## src/rtl/inst_enc_pkg.sv

```systemverilog
// Shared types for the RV32I instruction encoder: op indices, formats, opcode/func7 constants
// and the op-to-encoding lookup used by stage 1.
package inst_enc_pkg;

  typedef enum logic [5:0] {
    OP_LUI, OP_AUIPC, OP_JAL, OP_JALR,
    OP_BEQ, OP_BNE, OP_BLT, OP_BGE, OP_BLTU, OP_BGEU,
    OP_LB, OP_LH, OP_LW, OP_LBU, OP_LHU,
    OP_SB, OP_SH, OP_SW,
    OP_ADDI, OP_SLTI, OP_SLTIU, OP_XORI, OP_ORI, OP_ANDI,
    OP_SLLI, OP_SRLI, OP_SRAI,
    OP_ADD, OP_SUB, OP_SLL, OP_SLT, OP_SLTU, OP_XOR, OP_SRL, OP_SRA, OP_OR, OP_AND,
    OP_EBREAK
  } op_e;

  typedef enum logic [2:0] {FMT_R, FMT_I, FMT_ISH, FMT_S, FMT_B, FMT_U, FMT_J, FMT_SYS} fmt_e;

  localparam logic [4:0] OPC_LUI    = 5'b01101;
  localparam logic [4:0] OPC_AUIPC  = 5'b00101;
  localparam logic [4:0] OPC_JAL    = 5'b11011;
  localparam logic [4:0] OPC_JALR   = 5'b11001;
  localparam logic [4:0] OPC_BRANCH = 5'b11000;
  localparam logic [4:0] OPC_LOAD   = 5'b00000;
  localparam logic [4:0] OPC_STORE  = 5'b01000;
  localparam logic [4:0] OPC_OPIMM  = 5'b00100;
  localparam logic [4:0] OPC_OP     = 5'b01100;
  localparam logic [4:0] OPC_SYSTEM = 5'b11100;

  localparam logic [6:0] F7_ZERO = 7'b0000000;
  localparam logic [6:0] F7_ALT  = 7'b0100000;

  typedef struct packed {
    fmt_e       fmt;
    logic [4:0] opc;
    logic [2:0] f3;
    logic [6:0] f7;
  } dec_t;

  function automatic dec_t op_decode(input logic [5:0] op);
    dec_t d;
    d = '{fmt: FMT_SYS, opc: OPC_SYSTEM, f3: 3'd0, f7: F7_ZERO};
    case (op)
      OP_LUI:   begin d.fmt = FMT_U; d.opc = OPC_LUI;   end
      OP_AUIPC: begin d.fmt = FMT_U; d.opc = OPC_AUIPC; end
      OP_JAL:   begin d.fmt = FMT_J; d.opc = OPC_JAL;   end
      OP_JALR:  begin d.fmt = FMT_I; d.opc = OPC_JALR;  end
      OP_BEQ, OP_BNE, OP_BLT, OP_BGE, OP_BLTU, OP_BGEU:
        begin d.fmt = FMT_B; d.opc = OPC_BRANCH; end
      OP_LB, OP_LH, OP_LW, OP_LBU, OP_LHU:
        begin d.fmt = FMT_I; d.opc = OPC_LOAD; end
      OP_SB, OP_SH, OP_SW:
        begin d.fmt = FMT_S; d.opc = OPC_STORE; end
      OP_ADDI, OP_SLTI, OP_SLTIU, OP_XORI, OP_ORI, OP_ANDI:
        begin d.fmt = FMT_I; d.opc = OPC_OPIMM; end
      OP_SLLI, OP_SRLI, OP_SRAI:
        begin d.fmt = FMT_ISH; d.opc = OPC_OPIMM; end
      OP_ADD, OP_SUB, OP_SLL, OP_SLT, OP_SLTU, OP_XOR, OP_SRL, OP_SRA, OP_OR, OP_AND:
        begin d.fmt = FMT_R; d.opc = OPC_OP; end
      default: ;
    endcase
    // func3 grouped by value; everything not listed is 000
    case (op)
      OP_BNE, OP_LH, OP_SH, OP_SLLI, OP_SLL:                 d.f3 = 3'd1;
      OP_LW, OP_SW, OP_SLTI, OP_SLT:                         d.f3 = 3'd2;
      OP_SLTIU, OP_SLTU:                                     d.f3 = 3'd3;
      OP_BLT, OP_LBU, OP_XORI, OP_XOR:                       d.f3 = 3'd4;
      OP_BGE, OP_LHU, OP_SRLI, OP_SRAI, OP_SRL, OP_SRA:      d.f3 = 3'd5;
      OP_BLTU, OP_ORI, OP_OR:                                d.f3 = 3'd6;
      OP_BGEU, OP_ANDI, OP_AND:                              d.f3 = 3'd7;
      default:                                               d.f3 = 3'd0;
    endcase
    if (op == OP_SUB || op == OP_SRA || op == OP_SRAI) d.f7 = F7_ALT;
    return d;
  endfunction

  // True when v is the sign extension of its low 'bits' bits
  function automatic logic fits_signed(input logic [31:0] v, input int bits);
    logic [31:0] t;
    t = 32'($signed(v) >>> (bits - 1));
    return (t == '0) || (t == '1);
  endfunction

endpackage

```

## src/rtl/inst_enc_pack.sv

```systemverilog
// Combinational stage-2 field packer; immediate range check present only when
// INST_ENC_RANGE_CHK_EN is defined.
module inst_enc_pack
  import inst_enc_pkg::*;
(
  input  logic [2:0]  fmt,
  input  logic [4:0]  opc,
  input  logic [2:0]  f3,
  input  logic [6:0]  f7,
  input  logic [4:0]  rd,
  input  logic [4:0]  rs1,
  input  logic [4:0]  rs2,
  input  logic [31:0] imm,
  input  logic        illegal,
  output logic [31:0] inst,
  output logic        err
);

  logic [6:0] op7;
  logic       bad;

  assign op7 = {opc, 2'b11};

  always_comb begin
    inst = 32'h0;
    case (fmt_e'(fmt))
      FMT_R:   inst = {f7, rs2, rs1, f3, rd, op7};
      FMT_I:   inst = {imm[11:0], rs1, f3, rd, op7};
      FMT_ISH: inst = {f7, imm[4:0], rs1, f3, rd, op7};
      FMT_S:   inst = {imm[11:5], rs2, rs1, f3, imm[4:0], op7};
      FMT_B:   inst = {imm[12], imm[10:5], rs2, rs1, f3, imm[4:1], imm[11], op7};
      FMT_U:   inst = {imm[31:12], rd, op7};
      FMT_J:   inst = {imm[20], imm[10:1], imm[11], imm[19:12], rd, op7};
      default: inst = 32'h0010_0073;
    endcase
    if (illegal) inst = 32'h0;
  end

`ifdef INST_ENC_RANGE_CHK_EN
  always_comb begin
    bad = 1'b0;
    case (fmt_e'(fmt))
      FMT_I, FMT_S: bad = !fits_signed(imm, 12);
      FMT_B:        bad = imm[0] || !fits_signed(imm, 13);
      FMT_J:        bad = imm[0] || !fits_signed(imm, 21);
      FMT_U:        bad = (imm[11:0] != 12'd0);
      FMT_ISH:      bad = (imm[31:5] != 27'd0);
      default:      bad = 1'b0;
    endcase
  end
`else
  assign bad = 1'b0;
`endif

  assign err = illegal | bad;

endmodule

```

## src/rtl/inst_encoder.sv

```systemverilog
// Two-stage valid/ready RV32I instruction encoder: stage 1 decodes the op index, stage 2
// registers the packed word. Optional immediate range check via INST_ENC_RANGE_CHK_EN.
module inst_encoder
  import inst_enc_pkg::*;
#(
  parameter int INST_NR = 38,
  parameter int OP_W    = 6,
  parameter int CNT_W   = 32
) (
  input  logic             clk,
  input  logic             rst_n,
  input  logic             in_valid,
  output logic             in_ready,
  input  logic [OP_W-1:0]  in_op,
  input  logic [4:0]       in_rd,
  input  logic [4:0]       in_rs1,
  input  logic [4:0]       in_rs2,
  input  logic [31:0]      in_imm,
  output logic             out_valid,
  input  logic             out_ready,
  output logic [31:0]      out_inst,
  output logic             out_err,
  output logic [CNT_W-1:0] out_cnt
);

  logic        s1_valid, s2_valid, s1_load, s2_load;
  logic [2:0]  s1_fmt;
  logic [4:0]  s1_opc, s1_rd, s1_rs1, s1_rs2;
  logic [2:0]  s1_f3;
  logic [6:0]  s1_f7;
  logic [31:0] s1_imm;
  logic        s1_illegal;
  logic [31:0] pk_inst;
  logic        pk_err;
  dec_t        dec;

  // A stage may load when empty or when its contents leave this cycle
  assign s2_load   = !s2_valid || out_ready;
  assign s1_load   = !s1_valid || s2_load;
  assign in_ready  = s1_load;
  assign out_valid = s2_valid;
  assign dec       = op_decode(6'(in_op));

  inst_enc_pack u_pack (
    .fmt     (s1_fmt),
    .opc     (s1_opc),
    .f3      (s1_f3),
    .f7      (s1_f7),
    .rd      (s1_rd),
    .rs1     (s1_rs1),
    .rs2     (s1_rs2),
    .imm     (s1_imm),
    .illegal (s1_illegal),
    .inst    (pk_inst),
    .err     (pk_err)
  );

  always_ff @(posedge clk) begin
    if (!rst_n) begin
      s1_valid   <= 1'b0;
      s2_valid   <= 1'b0;
      s1_fmt     <= 3'd0;
      s1_opc     <= 5'd0;
      s1_f3      <= 3'd0;
      s1_f7      <= 7'd0;
      s1_rd      <= 5'd0;
      s1_rs1     <= 5'd0;
      s1_rs2     <= 5'd0;
      s1_imm     <= 32'd0;
      s1_illegal <= 1'b0;
      out_inst   <= 32'd0;
      out_err    <= 1'b0;
      out_cnt    <= '0;
    end else begin
      if (s1_load) begin
        s1_valid <= in_valid;
        if (in_valid) begin
          s1_fmt     <= dec.fmt;
          s1_opc     <= dec.opc;
          s1_f3      <= dec.f3;
          s1_f7      <= dec.f7;
          s1_rd      <= in_rd;
          s1_rs1     <= in_rs1;
          s1_rs2     <= in_rs2;
          s1_imm     <= in_imm;
          s1_illegal <= (int'(in_op) >= INST_NR);
        end
      end
      if (s2_load) begin
        s2_valid <= s1_valid;
        if (s1_valid) begin
          out_inst <= pk_inst;
          out_err  <= pk_err;
        end
      end
      if (s2_valid && out_ready) out_cnt <= out_cnt + CNT_W'(1);
    end
  end

endmodule

```

## config.mk

```make
export PLATFORM = sky130hd
export DESIGN_NAME = inst_encoder
export DESIGN_NICKNAME = d
export VERILOG_FILES = /design/src/rtl/inst_enc_pkg.sv /design/src/rtl/inst_enc_pack.sv /design/src/rtl/inst_encoder.sv
export SDC_FILE = /design/constraint.sdc
export NUM_CORES = 1
export LEC_CHECK = 0
export BUFFER_PORTS_ARGS = -buffer_cell sky130_fd_sc_hd__buf_2
export CAP_MARGIN = 25
export CORE_ASPECT_RATIO = 1.75
export CORE_MARGIN = 2
export CORE_UTILIZATION = 30
export DETAILED_ROUTE_END_ITERATION = 12
export GPL_ROUTABILITY_DRIVEN = 0
export SLEW_MARGIN = 20
export SYNTH_ARGS = -nofsm -noshare
export SYNTH_HDL_FRONTEND = slang
export SYNTH_SLANG_ARGS = --single-unit
```

## constraint.sdc

```tcl
create_clock -name clk -period 2.5 [get_ports clk]
set_input_delay 0.25 -clock clk [delete_from_list [all_inputs] [get_ports clk]]
set_output_delay 0.25 -clock clk [all_outputs]
set_load 0.05 [all_outputs]
```

==> flow_metrics.tcl <==
set metrics [dict create \
    vias 5583 \
    rows 68 \
    ys_async_sr_fraction_pct 0 \
    p_per_area_mw_per_mm2 695 \
    placed_cells 1080 \
    avgRoutedWirePerCell_um 15.8 \
    synth_fa_ha_area_share_pct 1.26 \
    drc_errors 0 \
    cts_resized 0 \
    synth-seq-cells 126 \
    ctsRootBufferMaster "clkbuf_16" \
    grt.total_usage_pct 16.9 \
    slew_headroom_pct 44.9 \
    holdBufCountCts 0 \
    cts_made_buffers 17 \
    clk_pin_slew_ns 0.06 \
    p_total_w 0.00513 \
    clk_latency_ns 0.41 \
    grt_pass1_vias 5227 \
    tightest_slew_ns 0.823 \
    drive_above_1_share_pct 22.8 \
    die_x_um 110 \
    htreeDepth 4 \
    crit_arrival_ns 2.29 \
    cp-start-kind "flip-flop" \
    yosys.area_share.simple_pct 25.1 \
    finClkSkew_ns 0.0100 \
    die_y_um 190 \
    finalSetupViolations 0 \
    cts_tree "done" \
    antenna_cells 0 \
    drv_slew 0 \
    antenna_found_initial 0 \
    synth_area_mm2 0.00594 \
    synth_compound_area_share_pct 19.5 \
    hpwl_um 12900 \
    rsz0062_at_grt "no" \
    die-area_mm2 0.0210 \
    hold_path_class "primary input to flip-flop" \
    grt_max_degree 56 \
    port_buffers 123 \
    power_leakage_nw 2.96 \
    grt.overflow.total 0 \
    critical_path_class "flip-flop to flip-flop" \
    period_minus_slack_ns 2.00 \
    synth_top_family_by_area "simple AND/OR/NAND/NOR gates" \
    fin_cells 1112 \
    seq_area_frac_synth_pct 42.5 \
    synth_cells 749 \
    synth_ff_type "dfxtp_1" \
    grt_pass1_wl_um 27300 \
    wl_um 17600 \
    cts.path.max_buffers 2 \
    synthToLayoutAreaGrowth_pct 24.1 \
    cp_slowest_cell "or4_1" \
    nets 917 \
    postSynthAreaPerCell_um2 7.93 \
    ant_nets 0 \
    final_hold_viol_count 0 \
    io_pins 124 \
    postCtsSetupBuffers 0 \
    vdd_drop_max_uv 586 \
    path_max_fanout 7 \
    initial_utilization_pct 30.4 \
    maxCapViolations 0 \
    fin_crit_sh_pct 79.9 \
    synth-xor-area-share_pct 4.13 \
    syn_nets 812 \
    dpl_cell_area_mm2 0.00680 \
    viasPerCell 5.02 \
    core_area_mm2 0.0196 \
    crit_required_ns 2.79 \
    cts.sinks 126 \
    fmax_mhz 501 \
    synth_edf_count 0 \
    finish.utilization_pct 37.7 \
    path_cells "ha_1 -> nand3_1 -> or4_1 -> nor3_1 -> xnor2_1 -> nor2_1" \
    muxShareOfSynthArea_pct 2.30 \
    dr.first_iter.drc_count 350 \
    status "completed" \
    final_area_mm2 0.00737 \
    setup-tns-final_ns 0 \
    dr.pass1.iters 5 \
    yosysWarningCount 0 \
    worst_setup_path_end_kind "flip-flop" \
    max_stage_delay_ns 0.68 \
    ys_types 61 \
]
-- stage by stage --
| step | hold slack [ns] | worst slack (ns) |
|---|---|---|
| final | 0.0760 | 0.502 |
| after detailed placement | 0.446 | 0.306 |
| after global placement | 0.440 | 0.359 |
| after floorplan | 0.379 | 0.168 |
| after global routing | 0.0664 | 0.310 |
| after CTS | 0.0586 | 0.499 |
-- path summary, 6_finish.rpt --
check	end	start	slack [ns]	cells past startpoint
setup / recovery	out_cnt[22]	out_cnt[0]	0.50	6
hold / removal	s1_imm[19]	in_imm[19]	0.08	3
hold reg to reg	s1_imm[13]	s1_imm[13]	0.45	2
setup reg to reg	out_cnt[22]	out_cnt[0]	0.50	6
-- registers in the layout, indices dropped and copies added, names as in the netlist --
name	cells
s1_rd	5
out_err	1
s1_imm	32
s1_f3	3
out_cnt	32
out_valid	1
s1_rs1	5
s1_illegal	1
s1_fmt	3
s1_opc	5
out_inst	31
s1_valid	1
s1_f7	1
s1_rs2	5
-- synth_stat cells, drive strengths merged (4+ instances only) --
cell	n	share of area, %
dfxtp	126	42
nand4	8	0.95
o21ai	34	2.9
nor2b	9	0.95
ha	6	1.3
a22o	5	0.74
nor4	7	1.2
o22ai	5	0.53
or2	4	0.42
nand3b	5	0.63
mux2	5	0.95
or3	4	0.42
mux2i	8	1.3
buf	8	0.91
nand3	15	1.3
clkbuf	50	3.2
and3b	4	0.59
a21oi	86	7.2
a22oi	21	2.7
xnor2	20	2.9
a31oi	4	0.42
and2	12	1.3
o211ai	7	0.88
inv	18	1.1
xor2	8	1.2
and4	4	0.59
nor3	22	2.4
nand2b	8	0.84
nor2	66	4.2
nand2	133	8.4
-- cells in the final DEF (no fill, tap or decap), drive strengths merged, types with 15 or more instances in the layout --
cell type / n
inv: 18
nand3: 15
buf: 144
o21ai: 34
dfxtp: 126
nor3: 22
a21oi: 86
nand2: 133
xnor2: 20
nor2: 66
a22oi: 21
clkbuf: 17
-- kinds of logic after synthesis --
kind of cell,count (synthesis)
flip-flops,126
multiplexers,13
AND/OR/NAND/NOR,309
buffers and inverters,76
adder cells (fa/ha/maj),6
AO/OA/AOI/OAI,191
XOR/XNOR,28
-- worst max-delay path: cells and delay by family (launching register included) --
kind                     cells  cell delay, ns
XOR/XNOR                     1            0.15
AND/OR/NAND/NOR              4            1.17
flip-flops                   1            0.39
adder cells (fa/ha/maj)      1            0.17
-- layout make-up --
type	count	area [µm²]
Clock buffer	17	425
Clock inverter	15	148
Fill cell	2081	12200
Inverter	18	68.8
Multi-Input combinational cell	547	3110
Sequential cell	126	2520
Tap cell	245	307
Timing Repair Buffer	144	786
-- where the power goes --
part	leakage [nW]	total (W)	internal (W)	switching, W
combinational	1.66	0.000597	0.000213	0.000384
clock	0.267	0.00238	0.00146	0.000922
sequential	1.03	0.00215	0.00209	0.0000628
-- routing by layer --
metal	share of wire, %	global-route usage [%]	wire (µm)
met5	0	0	0
met3	3.5	2.98	609
met1	40	18.9	6980
met2	54	30.7	9510
met4	2.7	7.26	475
(Power assumes the default switching activity.)
